### config.mk
export PLATFORM = sky130hd
export DESIGN_NAME = lv_efuse_load
export DESIGN_NICKNAME = d
export VERILOG_FILES = /design/src/rtl/lv_efuse_load_pkg.sv /design/src/rtl/lv_efuse_load.sv
export SDC_FILE = /design/constraint.sdc
export NUM_CORES = 1
export LEC_CHECK = 0
export CORE_AREA = 2 2 72 74
export DETAILED_ROUTE_END_ITERATION = 8
export DIE_AREA = 0 0 74 76
export GPL_ROUTABILITY_DRIVEN = 0
export PLACE_DENSITY_LB_ADDON = 0.15
export SETUP_SLACK_MARGIN = 0.5
export SYNTH_ARGS = -nofsm -noshare
export SYNTH_HDL_FRONTEND = slang
export SYNTH_SLANG_ARGS = --single-unit
export TNS_END_PERCENT = 1
### constraint.sdc
create_clock -name i_clk -period 3.6 [get_ports i_clk]
set_input_delay 0.72 -clock i_clk [delete_from_list [all_inputs] [get_ports i_clk]]
set_output_delay 0.72 -clock i_clk [all_outputs]
set_load 0.01 [all_outputs]
### src/rtl/lv_efuse_load_pkg.sv
// Shared lv parameter package: control-FSM widths, efuse geometry defaults
// and the efuse loader state encoding.
package lv_efuse_load_pkg;

  localparam int CTRL_FSM_ST_W      = 3;

  localparam int EFUSE_WORD_NUM_DEF = 8;
  localparam int EFUSE_DATA_W_DEF   = 8;
  localparam int EFUSE_ADDR_W_DEF   = 3;
  localparam int RD_WAIT_CYC_DEF    = 4;

  localparam int EFUSE_ST_W         = 2;

  typedef enum logic [EFUSE_ST_W-1:0] {
    ST_IDLE = 2'd0,
    ST_RD   = 2'd1,
    ST_CHK  = 2'd2,
    ST_DONE = 2'd3
  } efuse_st_e;

endpackage

### src/rtl/lv_efuse_load.sv
// Efuse loader: reads every efuse word, copies data words to the register file
// and validates them against the trailing XOR checksum word.
module lv_efuse_load
  import lv_efuse_load_pkg::*;
#(
  parameter int EFUSE_WORD_NUM = EFUSE_WORD_NUM_DEF,
  parameter int EFUSE_DATA_W   = EFUSE_DATA_W_DEF,
  parameter int EFUSE_ADDR_W   = EFUSE_ADDR_W_DEF,
  parameter int RD_WAIT_CYC    = RD_WAIT_CYC_DEF
) (
  input  logic                    i_clk,
  input  logic                    i_rst,
  input  logic                    i_efuse_load_req,
  output logic                    o_efuse_load_done,
  output logic                    o_efuse_vld,
  output logic                    o_efuse_rd_en,
  output logic [EFUSE_ADDR_W-1:0] o_efuse_addr,
  input  logic [EFUSE_DATA_W-1:0] i_efuse_rdata,
  output logic                    o_efuse_reg_wr_en,
  output logic [EFUSE_ADDR_W-1:0] o_efuse_reg_addr,
  output logic [EFUSE_DATA_W-1:0] o_efuse_reg_wdata,
  output efuse_st_e               o_efuse_dbg_st
);

  localparam logic [EFUSE_ADDR_W-1:0] LAST_IDX = EFUSE_ADDR_W'(EFUSE_WORD_NUM - 1);
  localparam logic [3:0]              CNT_LAST = 4'(RD_WAIT_CYC - 1);

  efuse_st_e               state_q, state_d;
  logic [3:0]              cnt_q, cnt_d;
  logic [EFUSE_ADDR_W-1:0] idx_q, idx_d;
  logic [EFUSE_DATA_W-1:0] xor_q, xor_d;
  logic [EFUSE_DATA_W-1:0] chk_q, chk_d;
  logic                    nz_q, nz_d;
  logic                    last_q, last_d;
  logic                    rd_en_q, rd_en_d;
  logic [EFUSE_ADDR_W-1:0] addr_q, addr_d;
  logic                    wr_en_q, wr_en_d;
  logic [EFUSE_ADDR_W-1:0] reg_addr_q, reg_addr_d;
  logic [EFUSE_DATA_W-1:0] reg_wdata_q, reg_wdata_d;
  logic                    done_q, done_d;
  logic                    vld_q, vld_d;

  always_comb begin
    state_d     = state_q;
    cnt_d       = cnt_q;
    idx_d       = idx_q;
    xor_d       = xor_q;
    chk_d       = chk_q;
    nz_d        = nz_q;
    last_d      = last_q;
    rd_en_d     = rd_en_q;
    addr_d      = addr_q;
    wr_en_d     = 1'b0;
    reg_addr_d  = reg_addr_q;
    reg_wdata_d = reg_wdata_q;
    done_d      = 1'b0;
    vld_d       = vld_q;

    case (state_q)
      ST_IDLE: begin
        if (i_efuse_load_req) begin
          state_d = ST_RD;
          rd_en_d = 1'b1;
          addr_d  = '0;
          idx_d   = '0;
          cnt_d   = '0;
          xor_d   = '0;
          chk_d   = '0;
          nz_d    = 1'b0;
          last_d  = 1'b0;
          vld_d   = 1'b0;
        end
      end
      ST_RD: begin
        // rd_en low inside RD is the one-cycle gap that follows each capture.
        if (rd_en_q) begin
          if (cnt_q == CNT_LAST) begin
            cnt_d   = '0;
            rd_en_d = 1'b0;
            if (idx_q == LAST_IDX) begin
              chk_d  = i_efuse_rdata;
              last_d = 1'b1;
            end else begin
              wr_en_d     = 1'b1;
              reg_addr_d  = idx_q;
              reg_wdata_d = i_efuse_rdata;
              xor_d       = xor_q ^ i_efuse_rdata;
              nz_d        = nz_q | (|i_efuse_rdata);
              idx_d       = idx_q + 1'b1;
              addr_d      = idx_q + 1'b1;
            end
          end else begin
            cnt_d = cnt_q + 4'd1;
          end
        end else if (last_q) begin
          state_d = ST_CHK;
        end else begin
          rd_en_d = 1'b1;
        end
      end
      ST_CHK: begin
        done_d  = 1'b1;
        vld_d   = (xor_q == chk_q) && nz_q;
        state_d = ST_DONE;
      end
      ST_DONE: begin
        if (!i_efuse_load_req) state_d = ST_IDLE;
      end
      default: state_d = ST_IDLE;
    endcase
  end

  always_ff @(posedge i_clk or posedge i_rst) begin
    if (i_rst) begin
      state_q     <= ST_IDLE;
      cnt_q       <= '0;
      idx_q       <= '0;
      xor_q       <= '0;
      chk_q       <= '0;
      nz_q        <= 1'b0;
      last_q      <= 1'b0;
      rd_en_q     <= 1'b0;
      addr_q      <= '0;
      wr_en_q     <= 1'b0;
      reg_addr_q  <= '0;
      reg_wdata_q <= '0;
      done_q      <= 1'b0;
      vld_q       <= 1'b0;
    end else begin
      state_q     <= state_d;
      cnt_q       <= cnt_d;
      idx_q       <= idx_d;
      xor_q       <= xor_d;
      chk_q       <= chk_d;
      nz_q        <= nz_d;
      last_q      <= last_d;
      rd_en_q     <= rd_en_d;
      addr_q      <= addr_d;
      wr_en_q     <= wr_en_d;
      reg_addr_q  <= reg_addr_d;
      reg_wdata_q <= reg_wdata_d;
      done_q      <= done_d;
      vld_q       <= vld_d;
    end
  end

  assign o_efuse_load_done = done_q;
  assign o_efuse_vld       = vld_q;
  assign o_efuse_rd_en     = rd_en_q;
  assign o_efuse_addr      = addr_q;
  assign o_efuse_reg_wr_en = wr_en_q;
  assign o_efuse_reg_addr  = reg_addr_q;
  assign o_efuse_reg_wdata = reg_wdata_q;
  assign o_efuse_dbg_st    = state_q;

endmodule

# [Yosys cells after proc, flatten, opt, wreduce, memory -nomap -nowiden]
# Index checks and enable logic that the tools add are counted.
[word_totals] output_inout_bits=20 wordCells=87 regBits=42 inputBits=11
[classes] reduce_logical=12 bitwise=3 mux=43 n_eq_ne=14 n_addsub=2
[ops] cell="2-to-1 mux 8 bit" count=7
[ops] cell="one-hot mux 8 bit (2 select lines)" count=2
[ops] cell="2-to-1 mux 1 bit" count=16
[ops] cell="inequality test 2 bit (second input constant)" count=8
[ops] cell="2-to-1 mux 3 bit" count=4
[ops] cell="2-to-1 mux 4 bit" count=3
[ops] cell="AND reduction 5 bit" count=2
[ops] cell="equality test 8 bit" count=1
[ops] cell="2-to-1 mux 2 bit" count=4
[ops] cell="one-hot mux 1 bit (2 select lines)" count=4
[ops] cell="one-hot mux 2 bit (4 select lines)" count=1
[ops] cell="one-hot mux 4 bit (2 select lines)" count=1
[ops] cell="AND reduction 4 bit" count=2
[ops] cell="OR reduction 8 bit" count=1
[ops] cell="XOR 8 bit" count=1
[ops] cell="one-hot mux 3 bit (2 select lines)" count=1
[ops] cell="adder 4 x 1 -> 4 bit (second input constant)" count=1
[ops] cell="equality test 2 bit (second input constant)" count=2
[ops] cell="equality test 4 x 2 -> 1 bit (second input constant)" count=1
[ops] cell="AND reduction 2 bit" count=2
[ops] cell="nonzero test 2 bit" count=2
[ops] cell="adder 3 x 1 -> 3 bit (second input constant)" count=1
[ops] cell="equality test 3 bit (second input constant)" count=1
[ops] cell="AND reduction 3 bit" count=1
[ops] cell="5 further kinds" count=5

# [Logic depth before layout (Yosys ltp)]
[logic_depth] depth_word=6 ltp_mapped=7 ltp_nobuf=6

# [Worst setup path before layout]
# Ideal clock, no wire load.
[synth_path] path_type="flip-flop to flip-flop" startpoint="reg state_q[0] (netlist: o_efuse_dbg_st[0])" endpoint="reg xor_q[3]" path_buffers=1 setup_time_ns=0.084 synth_period_minus_slack_ns=1.836 t_required_ns=3.516 stages_incl_launch_ff=8 setup_slack_ns=1.764 arrival_ns=1.752 cell_sequence="dfrtp_1 > inv_1 > ha_1 > mux2_2 > nand3_2 > clkbuf_1 > o21ai_0 > o21ai_0"
[synth_between] elab_chain_len=3 elab_cells_between_ends=9 cone_classes="eq/ne (5); mux (1); reduce/logical (3)"
[synth_lines] item="start: declaration" line_no="lv_efuse_load.sv:28" source="efuse_st_e state_q, state_d;"
[synth_lines] item="start signal: assignment" line_no="lv_efuse_load.sv:130" source="state_q <= state_d;"
[synth_lines] item="equality test 2 x 1 -> 1 bit / logical NOT 2 bit (equally long branches)" line_no="lv_efuse_load.sv:59" source="case (state_q)"
[synth_lines] item="inequality test 2 bit (no source line) / nonzero test 2 bit (equally long branches)"
[synth_lines] item="AND reduction 5 bit (no source line)"
[synth_lines] item="end signal: assignment" line_no="lv_efuse_load.sv:133" source="xor_q <= xor_d;"
[synth_lines] item="end: declaration" line_no="lv_efuse_load.sv:31" source="logic [EFUSE_DATA_W-1:0] xor_q, xor_d;"
# Several ways; a longest one is shown, not always the timed one.
# A chain may end at the register's enable or synchronous reset.

# [Worst setup path after layout]
[layout_path] startpoint="reg state_q[1] (netlist: o_efuse_dbg_st[1])" endpoint="reg xor_q[1]"
# The elaborated chain is that of the path after synthesis.

==> impl_results.html <==
<table>
<tr><th>Metric</th><th>Value</th></tr>
<tr><th colspan="2">Finish</th></tr>
<tr><td>Area overhead of the layout relative to synthesis</td><td>21.9%</td></tr>
<tr><td>N_diodes</td><td>0</td></tr>
<tr><td>Filler Cell Count</td><td>454</td></tr>
<tr><td>Multi-input gate area in the final layout</td><td>0.00101 mm2</td></tr>
<tr><td>Final-stage net count</td><td>254</td></tr>
<tr><td>Share of layout cells above drive strength 1</td><td>0.119</td></tr>
<tr><td>Final standard cell count with taps included and fillers excluded</td><td>305</td></tr>
<tr><td>Sequential Area</td><td>0.00105 mm2</td></tr>
<tr><td>Leading cell types in the layout, fill and taps excluded</td><td>dfrtp_1 (42), nand2_1 (35), clkdlybuf4s50_1 (30)</td></tr>
<tr><td>Commonest non-fill, non-tap cell in the layout</td><td>dfrtp_1</td></tr>
<tr><th colspan="2">Global route</th></tr>
<tr><td>Sum of overflow across all layers after global routing</td><td>0</td></tr>
<tr><td>Largest net degree at the start of global routing</td><td>43</td></tr>
<tr><td>Overall global routing resource usage</td><td>0.186</td></tr>
<tr><td>Global-route wire length before repair</td><td>8200 um</td></tr>
<tr><td>Vias in the first global route</td><td>1671</td></tr>
<tr><td>Initial antenna violation count</td><td>0</td></tr>
<tr><th colspan="2">Route</th></tr>
<tr><td>Final wirelength</td><td>4510 um</td></tr>
<tr><td>Number of search-and-repair iterations in the first detailed-routing pass</td><td>4</td></tr>
<tr><td>Via density</td><td>5.32</td></tr>
<tr><td>Number of remaining DRC errors</td><td>0</td></tr>
<tr><td>DR vias</td><td>1624</td></tr>
<tr><td>DR iter-0 viols</td><td>67</td></tr>
<tr><td>Routed len/inst</td><td>14.8 um</td></tr>
<tr><td>Remaining antenna violation count</td><td>0</td></tr>
<tr><th colspan="2">Clock network</th></tr>
<tr><td>H-tree depth reported by CTS</td><td>2</td></tr>
<tr><td>CTS tree</td><td>built</td></tr>
<tr><td>Total clock sinks</td><td>42</td></tr>
<tr><td>Reg clk slew, reported paths</td><td>0.08 ns</td></tr>
<tr><td>Number of buffers on the longest clock path</td><td>2</td></tr>
<tr><td>Skew-Pair Late Insertion Delay</td><td>0.29 ns</td></tr>
<tr><td>CTS root buf</td><td>clkbuf_8</td></tr>
<tr><td>Number of buffers inserted for hold repair after clock tree synthesis</td><td>0</td></tr>
<tr><td>Number of post-CTS setup repair buffers</td><td>0</td></tr>
<tr><td>CTS Buf Count</td><td>5</td></tr>
<tr><td>Post-cts resize count</td><td>0</td></tr>
<tr><th colspan="2">STA</th></tr>
<tr><td>Final Hold Viols</td><td>0</td></tr>
<tr><td>Slew @ Worst Pin</td><td>0.643 ns</td></tr>
<tr><td>Skew final</td><td>0.00362 ns</td></tr>
<tr><td>Worst Setup Slack, final</td><td>1.20 ns</td></tr>
<tr><td>Achievable Freq</td><td>416 MHz</td></tr>
<tr><td>Slew HR</td><td>0.569</td></tr>
<tr><td>Fraction of the cycle the final worst path needs</td><td>0.668</td></tr>
<tr><td>Number of setup violations in the final report</td><td>0</td></tr>
<tr><td>Post-route minimum period</td><td>2.40 ns</td></tr>
<tr><td>Total Neg Setup Slack</td><td>0 ns</td></tr>
<tr><td>Number of pins with negative max-slew slack in the final report</td><td>0</td></tr>
<tr><td>Setup repair after global routing missed its margin</td><td>false</td></tr>
<tr><th colspan="2">Synth</th></tr>
<tr><td>Synth Area in XOR/XNOR</td><td>0.0329</td></tr>
<tr><td>Mapped Cells</td><td>204</td></tr>
<tr><td>Complex-gate fraction of the synthesized area</td><td>0.124</td></tr>
<tr><td>Sequential cell area fraction in the yosys report</td><td>0.493</td></tr>
<tr><td>Average instance area after synthesis</td><td>10.4 um2</td></tr>
<tr><td>Area fraction in and, or, nand and nor cells after synthesis</td><td>0.201</td></tr>
<tr><td>Area share of fa/ha/maj cells after synthesis</td><td>0.0470</td></tr>
<tr><td>Area contributors post-synth</td><td>dfrtp_1 (49%), mux2_2 (6.3%), nand2_1 (6.2%)</td></tr>
<tr><td>Combinational family with the most area after synthesis</td><td>simple AND/OR/NAND/NOR gates</td></tr>
<tr><td>Area leader, netlist</td><td>dfrtp_1</td></tr>
<tr><td>Cell Area, Synth</td><td>0.00213 mm2</td></tr>
<tr><td>Synthesized flop and latch total</td><td>42</td></tr>
<tr><td>Syn. warnings</td><td>0</td></tr>
<tr><td>Count of different cell masters after synthesis</td><td>39</td></tr>
<tr><td>Fraction of post-synthesis cell area in the top cell type by area</td><td>0.493</td></tr>
<tr><td>Multiplexer share of the synthesized area</td><td>0.0681</td></tr>
<tr><td>Post-Synthesis Net Count</td><td>223</td></tr>
<tr><th colspan="2">Critical path</th></tr>
<tr><td>Maximum fanout along the worst path</td><td>17</td></tr>
<tr><td>Startpoint type of the worst setup path</td><td>flop</td></tr>
<tr><td>Worst Path Arrival</td><td>2.63 ns</td></tr>
<tr><td>Reg-to-reg slack, setup</td><td>1.20 ns</td></tr>
<tr><td>Crit Path Category</td><td>reg -&gt; reg</td></tr>
<tr><td>Setup crit end kind</td><td>flop</td></tr>
<tr><td>Logic depth of the worst register-to-register path</td><td>6</td></tr>
<tr><td>Required arrival time at the worst endpoint</td><td>3.83 ns</td></tr>
<tr><th colspan="2">Power</th></tr>
<tr><td>Power per standard cell area</td><td>657 mW/mm2</td></tr>
<tr><td>Leakage power</td><td>1.15 nW</td></tr>
<tr><td>Total Power Consumption</td><td>0.00171 W</td></tr>
<tr><td>Peak supply drop</td><td>0.000286 V</td></tr>
<tr><th colspan="2">Floorplanning</th></tr>
<tr><td>Row count</td><td>26</td></tr>
<tr><td>Die extent in x</td><td>74 um</td></tr>
<tr><td>Placeable Area</td><td>0.00491 mm2</td></tr>
<tr><td>Starting Density</td><td>0.434</td></tr>
<tr><td>Die Height</td><td>76 um</td></tr>
<tr><td>Num ports</td><td>31</td></tr>
<tr><td>Area of the die</td><td>0.00562 mm2</td></tr>
<tr><th colspan="2">Placement</th></tr>
<tr><td>Half-perimeter wire length after detailed placement</td><td>3180 um</td></tr>
<tr><td>Port Buffers</td><td>30</td></tr>
<tr><td>Worst Setup Slack post-DPL</td><td>1.07 ns</td></tr>
<tr><td>Cell count after placement</td><td>298</td></tr>
<tr><th colspan="2">Job</th></tr>
<tr><td>Max-cap violation count</td><td>0</td></tr>
<tr><th colspan="2">Min path</th></tr>
<tr><td>HP Class</td><td>reg -&gt; reg</td></tr>
<tr><td>Hold depth</td><td>1</td></tr>
<tr><th colspan="2">Outcome</th></tr>
<tr><td>Run status</td><td>finished clean</td></tr>
</table>
## logic make-up (layout without fill, tap and decap cells)
group	count (synthesis)	in the layout
adder cells (fa/ha/maj)	8	8
multiplexers	13	13
AO/OA/AOI/OAI	38	38
AND/OR/NAND/NOR	81	81
XOR/XNOR	8	8
buffers and inverters	14	45
flip-flops	42	42
## critical path, stage by stage (launching register included)
cell and delay, ns:
dfrtp_1 0.41, inv_1 0.12, ha_1 0.53, mux2_2 0.33
nand3_2 0.28, or4b_1 0.58, nand3_1 0.09
## power by group
| part | internal (W) | switching, W | total [W] | leakage, nW |
|---|---|---|---|---|
| registers | 0.000580 | 0.0000906 | 0.000670 | 0.570 |
| logic | 0.000280 | 0.000374 | 0.000654 | 0.519 |
| clock network | 0.000222 | 0.000159 | 0.000381 | 0.0573 |
| total | 0.00108 | 0.000624 | 0.00171 | 1.15 |
## registers in the layout (all words and copies together) (netlist names)
name               cells
last_q                 1
o_efuse_dbg_st         2
nz_q                   1
o_efuse_load_done      1
xor_q                  8
o_efuse_addr           3
chk_q                  8
o_efuse_reg_wr_en      1
o_efuse_rd_en          1
o_efuse_reg_addr       3
cnt_q                  4
o_efuse_vld            1
o_efuse_reg_wdata      8
## metrics by stage
| step | cell area [um2] | utilization | hold slack [ns] |
|---|---|---|---|
| finish | 2600 | 0.529 | 0.500 |
| global route | 2600 | 0.529 | 0.525 |
| floorplan | 2130 | - | 0.461 |
| detailed placement | 2480 | 0.506 | 0.483 |
| CTS | 2600 | 0.529 | 0.504 |
| global placement | 2480 | 0.506 | 0.480 |
## Yosys cell counts (all sizes together)
master / n
o21ai: 19
a221oi: 1
nor2: 2
mux2i: 1
a21o: 1
or3b: 1
nand3: 15
nor2b: 2
xnor2: 8
o31ai: 4
nand2b: 5
nor3: 3
o211ai: 1
a22o: 4
inv: 6
a21boi: 2
a21oi: 2
buf: 3
or4b: 5
dfrtp: 42
nand2: 36
a32o: 1
nand4b: 1
nor4: 1
clkbuf: 5
a211o: 1
o22a: 1
nor3b: 1
o221a: 1
and3: 3
nand3b: 2
mux2: 12
nand4: 4
ha: 8
## layer usage
layer | global-route usage | part of all wire | up-vias
li1 | - | - | 788
met1 | 0.250 | 0.46 | 791
met2 | 0.296 | 0.49 | 40
met3 | 0.0437 | 0.041 | 5
met4 | 0.0509 | 0.0093 | 0
met5 | 0 | 0 | -
## path summary, 6_finish.rpt
check                                        from                end
worst max-delay path            o_efuse_dbg_st[1]           xor_q[1]
worst min-delay path                       last_q             last_q
worst max register to register  o_efuse_dbg_st[1]           xor_q[1]
worst min register to register             last_q             last_q
max in group asynchronous                   i_rst           cnt_q[0]
min in group asynchronous                   i_rst  o_efuse_dbg_st[1]
## layout make-up
class,count,share of cell area
repair buffers,32,0.121
multi-input cells,148,0.388
flip-flops and latches,42,0.405
well taps,70,0.0337
inverters,6,0.00867
clock buffers,6,0.0318
clock inverters,1,0.0116
No activity file was read; power rests on OpenSTA's default activity.
